`src/rtl/viterbi_pkg.sv`:
```
// Shared types and constants for the Viterbi BER loop: run-controller states,
// the 2-bit channel symbol, and the PRBS generator definition.
package viterbi_pkg;

  typedef enum logic [1:0] {
    IDLE  = 2'd0,
    RUN   = 2'd1,
    FLUSH = 2'd2,
    DONE  = 2'd3
  } state_e;

  typedef logic [1:0] sym_t;

  // x^16 + x^14 + x^13 + x^11 + 1, right-shifting Fibonacci form: taps on bits 0,2,3,5
  localparam logic [15:0] LFSR_SEED = 16'hACE1;
  localparam logic [15:0] LFSR_TAPS = 16'h002D;

  function automatic logic [15:0] lfsr_step(input logic [15:0] s);
    return {^(s & LFSR_TAPS), s[15:1]};
  endfunction

endpackage

```
`src/rtl/viterbi_ber_delay.sv`:
```
// Valid/bit delay line that lines the sent bits up with the decoder output.
// The oldest stage is presented on the tap outputs.
module viterbi_ber_delay
  import viterbi_pkg::*;
#(
  parameter int DEPTH = 21
) (
  input  logic clk,
  input  logic rst,
  input  logic vld_i,
  input  logic bit_i,
  output logic tap_vld_o,
  output logic tap_bit_o
);

  logic [DEPTH-1:0] vld_q, vld_d;
  logic [DEPTH-1:0] bit_q, bit_d;

  always_comb begin
    vld_d = {vld_q[DEPTH-2:0], vld_i};
    bit_d = {bit_q[DEPTH-2:0], bit_i};
  end

  // NOTE: the line is reset because a stale valid bit after reset would count a phantom compare.
  always_ff @(posedge clk or negedge rst) begin
    if (!rst) begin
      vld_q <= '0;
      bit_q <= '0;
    end else begin
      vld_q <= vld_d;
      bit_q <= bit_d;
    end
  end

  assign tap_vld_o = vld_q[DEPTH-1];
  assign tap_bit_o = bit_q[DEPTH-1];

endmodule

```
`src/rtl/viterbi_ber_ctrl.sv`:
```
// Run controller for the encoder -> channel -> decoder BER loop: drives a frame,
// injects symbol errors, and counts decoded bit errors. Define VITERBI_BER_PRBS_EN
// to source the frame from the internal LFSR instead of data_i.
module viterbi_ber_ctrl
  import viterbi_pkg::*;
#(
  parameter int         FRAME_LEN   = 256,
  parameter int         DEC_LAT     = 20,
  parameter int         INJ_PERIOD  = 8,
  parameter int         INJ_LIMIT   = 256,
  parameter logic [1:0] INJ_PATTERN = 2'b01,
  parameter int         CW          = 16
) (
  input  logic          clk,
  input  logic          rst,
  input  logic          start_i,
  input  logic          data_i,
  output logic          enc_bit_o,
  output logic          enc_en_o,
  input  logic          enc_valid_i,
  output logic [1:0]    err_mask_o,
  input  logic          dec_bit_i,
  output logic          busy_o,
  output logic          done_o,
  output logic          pass_o,
  output logic [CW-1:0] inj_ct_o,
  output logic [CW-1:0] bit_err_ct_o
);

  localparam int CTW = $clog2((FRAME_LEN > DEC_LAT + 1) ? FRAME_LEN : DEC_LAT + 1) + 1;
  localparam int PW  = $clog2(INJ_PERIOD + 1);
  localparam logic [CTW-1:0] LAST_BIT   = CTW'(FRAME_LEN - 1);
  localparam logic [CTW-1:0] LAST_FLUSH = CTW'(DEC_LAT);
  localparam logic [PW-1:0]  PH_LAST    = PW'(INJ_PERIOD - 1);
  localparam logic [CW:0]    INJ_LIM_W  = (INJ_LIMIT >= 2 ** CW) ? {1'b1, {CW{1'b0}}}
                                                                 : (CW + 1)'(INJ_LIMIT);

  state_e        state_q, state_d;
  logic [CTW-1:0] cnt_q, cnt_d;
  logic [CW-1:0]  sym_ct_q, sym_ct_d;
  logic [PW-1:0]  ph_q, ph_d;
  logic [CW-1:0]  inj_ct_q, inj_ct_d;
  logic [CW-1:0]  err_ct_q, err_ct_d;
  logic           pass_q, pass_d;
  logic           enc_en_q, enc_en_d;
  logic           enc_bit_q, enc_bit_d;
  logic           src_first, src_next;
  logic           tap_vld, tap_bit;
  sym_t           inj_mask;

`ifdef VITERBI_BER_PRBS_EN
  logic [15:0] lfsr_q, lfsr_d, lfsr_nxt;
  logic        unused_data;

  assign unused_data = data_i;
  assign lfsr_nxt    = lfsr_step(lfsr_q);
  assign src_first   = LFSR_SEED[0];
  assign src_next    = lfsr_nxt[0];

  always_comb begin
    lfsr_d = lfsr_q;
    if (state_q == IDLE && start_i) lfsr_d = LFSR_SEED;
    else if (state_q == RUN)        lfsr_d = lfsr_nxt;
  end

  always_ff @(posedge clk or negedge rst) begin
    if (!rst) lfsr_q <= '0;
    else      lfsr_q <= lfsr_d;
  end
`else
  assign src_first = data_i;
  assign src_next  = data_i;
`endif

  // The phase counter stands in for sym_ct % INJ_PERIOD and freezes with sym_ct.
  assign inj_mask = (enc_valid_i && ph_q == PH_LAST && {1'b0, sym_ct_q} < INJ_LIM_W)
                    ? sym_t'(INJ_PATTERN) : sym_t'(2'b00);

  always_comb begin
    // NOTE: every next-state value is defaulted first so no branch can infer a latch.
    state_d   = state_q;
    cnt_d     = cnt_q;
    sym_ct_d  = sym_ct_q;
    ph_d      = ph_q;
    inj_ct_d  = inj_ct_q;
    err_ct_d  = err_ct_q;
    pass_d    = pass_q;
    enc_en_d  = 1'b0;
    enc_bit_d = 1'b0;

    if (busy_o && enc_valid_i && ~&sym_ct_q) begin
      sym_ct_d = sym_ct_q + 1'b1;
      ph_d     = (ph_q == PH_LAST) ? '0 : ph_q + 1'b1;
    end
    if (inj_mask != 2'b00 && ~&inj_ct_q) inj_ct_d = inj_ct_q + 1'b1;
    if (tap_vld && (tap_bit != dec_bit_i) && ~&err_ct_q) err_ct_d = err_ct_q + 1'b1;

    case (state_q)
      IDLE: begin
        if (start_i) begin
          state_d   = RUN;
          cnt_d     = '0;
          sym_ct_d  = '0;
          ph_d      = '0;
          inj_ct_d  = '0;
          err_ct_d  = '0;
          pass_d    = 1'b0;
          enc_en_d  = 1'b1;
          enc_bit_d = src_first;
        end
      end
      RUN: begin
        if (cnt_q == LAST_BIT) begin
          state_d = FLUSH;
          cnt_d   = '0;
        end else begin
          cnt_d     = cnt_q + 1'b1;
          enc_en_d  = 1'b1;
          enc_bit_d = src_next;
        end
      end
      FLUSH: begin
        // The final compare lands on this edge, so pass uses the updated count.
        if (cnt_q == LAST_FLUSH) begin
          state_d = DONE;
          pass_d  = (err_ct_d == '0);
        end else begin
          cnt_d = cnt_q + 1'b1;
        end
      end
      DONE:    state_d = IDLE;
      default: state_d = IDLE;
    endcase
  end

  // NOTE: state flops use non-blocking assignment so every flop samples pre-edge values.
  always_ff @(posedge clk or negedge rst) begin
    if (!rst) begin
      state_q   <= IDLE;
      cnt_q     <= '0;
      sym_ct_q  <= '0;
      ph_q      <= '0;
      inj_ct_q  <= '0;
      err_ct_q  <= '0;
      pass_q    <= 1'b0;
      enc_en_q  <= 1'b0;
      enc_bit_q <= 1'b0;
    end else begin
      state_q   <= state_d;
      cnt_q     <= cnt_d;
      sym_ct_q  <= sym_ct_d;
      ph_q      <= ph_d;
      inj_ct_q  <= inj_ct_d;
      err_ct_q  <= err_ct_d;
      pass_q    <= pass_d;
      enc_en_q  <= enc_en_d;
      enc_bit_q <= enc_bit_d;
    end
  end

  viterbi_ber_delay #(
    .DEPTH(DEC_LAT + 1)
  ) u_delay (
    .clk      (clk),
    .rst      (rst),
    .vld_i    (enc_en_q),
    .bit_i    (enc_bit_q),
    .tap_vld_o(tap_vld),
    .tap_bit_o(tap_bit)
  );

  assign enc_en_o     = enc_en_q;
  assign enc_bit_o    = enc_bit_q;
  assign err_mask_o   = inj_mask;
  assign busy_o       = (state_q != IDLE);
  assign done_o       = (state_q == DONE);
  assign pass_o       = pass_q;
  assign inj_ct_o     = inj_ct_q;
  assign bit_err_ct_o = err_ct_q;

endmodule

```
`config.mk`:
```
export PLATFORM = sky130hd
export DESIGN_NAME = viterbi_ber_ctrl
export DESIGN_NICKNAME = d
export VERILOG_FILES = /design/src/rtl/viterbi_pkg.sv /design/src/rtl/viterbi_ber_delay.sv /design/src/rtl/viterbi_ber_ctrl.sv
export SDC_FILE = /design/constraint.sdc
export NUM_CORES = 1
export LEC_CHECK = 0
export ABC_AREA = 1
export BUFFER_PORTS_ARGS = -buffer_cell sky130_fd_sc_hd__buf_2
export CORE_MARGIN = 2
export CORE_UTILIZATION = 45
export CTS_BUF_LIST = sky130_fd_sc_hd__clkbuf_8
export DETAILED_ROUTE_END_ITERATION = 10
export GPL_ROUTABILITY_DRIVEN = 1
export PLACE_DENSITY = 0.72
export SYNTH_ARGS = -nofsm -noshare
export SYNTH_HDL_FRONTEND = slang
export SYNTH_SLANG_ARGS = --single-unit
```
`constraint.sdc`:
```
create_clock -name clk -period 2.9 [get_ports clk]
set_input_delay 0.87 -clock clk [delete_from_list [all_inputs] [get_ports clk]]
set_output_delay 0.87 -clock clk [all_outputs]
set_load 0.005 [all_outputs]
```
==> impl_summary.md <==
Clock tree
CTS saw 108 sinks. The source-to-sink clock delay at the later pin of the worst-skew pair is 0.38 ns. The number of instances resized during post-cts repair is 0. CTS placed an instance of clkbuf_8 at the clock tree root. The maximum level of the CTS H-tree is 3.

The post-CTS setup buffer count is 0. In this run, CTS created clock tree buffers numbering 9. The total of hold buffers inserted after clock tree synthesis is 0. The clock-pin transition on the worst setup and hold timing paths is 0.11 ns. In this run the deepest clock path goes through 2 buffers. TritonCTS built the clock tree.

Synthesis
In the post-synthesis netlist, the biggest area contributors are dfrtp_1 (52%), nand2_1 (11%), inv_1 (6.0%). The cell count after synthesis came out at 631. Counting every net in the synthesized netlist gives 649.

The synthesized design spends more area on one cell type than any other, namely dfrtp_1. The proportion of synthesized chip area in sequential cells is 51.6%. The yosys synthesis warning count is 0. The mapped netlist covers 5240 µm².

The area fraction of the dominant cell type after synthesis is 51.6%. The synthesized flop and latch total is 108. The mean cell area of the mapped netlist is 8.30 µm². In this run, distinct cell masters in the synthesized netlist total 41.

Setup path
The slowest stage of the critical path belongs to the cell dfrtp_1. The largest single stage delay on the critical path is 0.39 ns. STA classifies the critical path endpoint as an output port.

The required time reported for the critical path endpoint is 2.03 ns. Counting cells, the worst reg-to-reg path comes to 17. The type of the worst setup path is reg2out. The reg-to-reg critical path endpoint is cnt_q[5]. For flop-to-flop paths, the worst setup slack is 0.40 ns. The launching point of the worst reg2reg path is cnt_q[0]. Walking the worst path, the cells encountered are ha_1, nand3_1, nor4_4, buf_2. The kind of start point of the critical path is a flip-flop. In this run the worst path has a maximum fanout of 3. The data arrival time of the critical path is 1.64 ns.

Route
In this run, the number of DRC markers left after iteration 0 of detailed routing was 297. For this run, design rule violations remaining after detail routing come to 0. The via count of the routed design is 4306. The post-detailed-routing wire length is 10.8 mm.

The first-pass detailed-route iteration total is 5. The routed length per instance is 13.0 µm. The count of nets left with antenna violations after detail routing is 0. The average vias per placed instance is 5.19.

Cells and area
Leaving out fill and tap cells, the most frequent cell in the layout is nand2_1. The filler cell count in the final layout is 1073. Cells fill 51.3% of the core in the end. The top cell types in the final layout, fill and taps aside, are nand2_1 (152), dfrtp_1 (108), inv_1 (84). From synthesis to final layout, the design area changed by 11.3%. The final layout contains 699 nets. In the final layout, the share of cells above drive strength 1 is 12.8%.

The diode insertion count for antenna repair is 0.

Global routing
The total overflow left after global routing is 0. In the global route stage, overall resource usage came out at 18.5%. The first global-routing pass estimated 19.2 mm of wire. Entering global routing, the biggest net connects 46 pins. The via count of the first global-routing pass is 4263. The number of antenna violations at the first check in global routing was 0.

Worst hold path
The min-delay analysis places its worst path in the category reg2reg. The endpoint of the worst hold-timing path is u_delay.bit_q[15]. In this run the most critical hold path is launched from u_delay.bit_q[14].

The cell depth of the worst min-delay path is 0.

STA
Setup violations remaining at the end of the flow were counted as 0. Setup repair after global routing left no endpoint under its margin. The transition time at the pin with the least slew margin is 0.569 ns.

Between clock sinks in the finished design, the worst skew comes to 0.0154 ns. The final critical path takes up 86.6% of the cycle. The worst slew slack as a fraction of its limit is 62.0%. The count of final max-slew check failures was 0. The sum of negative setup slack is 0 ns. The number of hold violations in the final report is 0.

The fmax is 398 MHz. The worst path needs 2.51 ns of the cycle, external delays included.

Power
Dividing total power by cell area gives a power density of 658 nW/µm². The analysis attributes to cell leakage a power of 2.94 nW. Across the VDD grid, the largest voltage drop is 0.400 mV.

Place
The count of buffers added on input and output ports is 43. Summed over all nets, the half-perimeter wirelength after detailed placement is 7.89 mm. Routability-driven placement finished with a final weighted congestion of 0.931.

Die
After floorplanning, the core was divided into 39 placement rows. The initial utilization of the core area, before any placement, comes to 46.1%. In this run the count of I/O pins placed on the die edge is 45. The die span in y is 112 µm.

The die width is 112 µm. The standard cell core area is 11400 µm². The die covers 12500 µm².

Run
Across the run, the number of max-cap violations was 0.

Status
The run finished with clean final reports.
## sequential cells by signal (all words and copies together) (netlist names), 2 cells and up
| register | flops |
|---|---|
| sym_ct_q | 16 |
| state_q | 2 |
| cnt_q | 9 |
| ph_q | 4 |
| u_delay.vld_q | 21 |
| bit_err_ct_o | 16 |
| inj_ct_o | 16 |
| u_delay.bit_q | 21 |
## synthesized netlist by cell type, drive strengths merged
cell and n:
a21oi 35, a22oi 3, and2 1, and3 1, buf 8, clkinv 2, conb 1, dfrtp 108
ha 12, inv 88, nand2 160, nand3 41, nand3b 2, nand4 16, nor2 67, nor3 19
nor3b 4, nor4 5, o211ai 1, o21a 1, o21ai 39, o22ai 2, or2 1, xnor2 6
xor2 8
## worst max path at each step
stage,from,end,slack (ns),cells past startpoint
after global routing,cnt_q[0],cnt_q[5],0.07,17
after floorplan,enc_valid_i,err_mask_o[0],0.78,2
final,ph_q[0],err_mask_o[0],0.39,4
after CTS,ph_q[0],err_mask_o[0],0.35,4
after global placement,enc_valid_i,err_mask_o[0],0.44,4
after detailed placement,cnt_q[0],cnt_q[5],0.42,17
## layer usage
metal | wire length [µm] | GRT usage [%] | up-vias | part of all wire (%)
met5 | 0 | 0 | - | 0
met4 | 179 | 6.58 | 0 | 1.7
met3 | 462 | 3.43 | 17 | 4.3
met2 | 4980 | 29.8 | 103 | 46
met1 | 5190 | 25.2 | 2068 | 48
li1 | - | - | 2118 | -
## kinds of logic (layout without fill, tap and decap cells)
group / Yosys count / in the layout / share of synthesized area [%]
AOI/OAI and AO/OA: 81 / 81 / 8.31
xor gates and xnor gates: 14 / 14 / 2.34
adders and majority gates: 12 / 12 / 2.87
buffers and inverters: 98 / 153 / 7.41
DFF: 108 / 108 / 51.6
other: 1 / 1 / 0.0716
and+or+nand+nor: 317 / 317 / 27.4
## stage by stage
| step | power, W | setup WS [ns] | std cells | instance area (µm²) | hold WS (ns) |
|---|---|---|---|---|---|
| floorplan | 0.00264 | 0.779 | 631 | 5240 | 0.331 |
| global placement | 0.00289 | 0.444 | 813 | 5630 | 0.333 |
| detailed placement | 0.00295 | 0.423 | 813 | 5630 | 0.335 |
| CTS | 0.00387 | 0.352 | 829 | 5830 | 0.357 |
| global route | 0.00412 | 0.0738 | 829 | 5830 | 0.354 |
| finish | 0.00383 | 0.387 | 829 | 5830 | 0.354 |
## worst max-delay path: cells and delay by family (launching register included)
kind | cells | cell delay [ns]
and+or+nand+nor | 2 | 0.53
DFF | 1 | 0.39
adders and majority gates | 1 | 0.18
buffers and inverters | 1 | 0.17
## final cells by class
type | count | area [µm²] | share of cell area, %
Inverter | 90 | 340 | 5.84
Clock buffer | 10 | 138 | 2.36
Sequential cell | 108 | 2700 | 46.4
Clock inverter | 6 | 62.6 | 1.07
Timing Repair Buffer | 47 | 260 | 4.46
Multi-Input combinational cell | 425 | 2150 | 36.8
Tap cell | 143 | 179 | 3.07
## report_power, final
group	internal, W	total [W]	switching (W)
clock network	0.000361	0.000925	0.000564
registers	0.00185	0.00201	0.000160
logic	0.000290	0.000901	0.000611
Note: power is estimated with default switching activity, not from simulation.
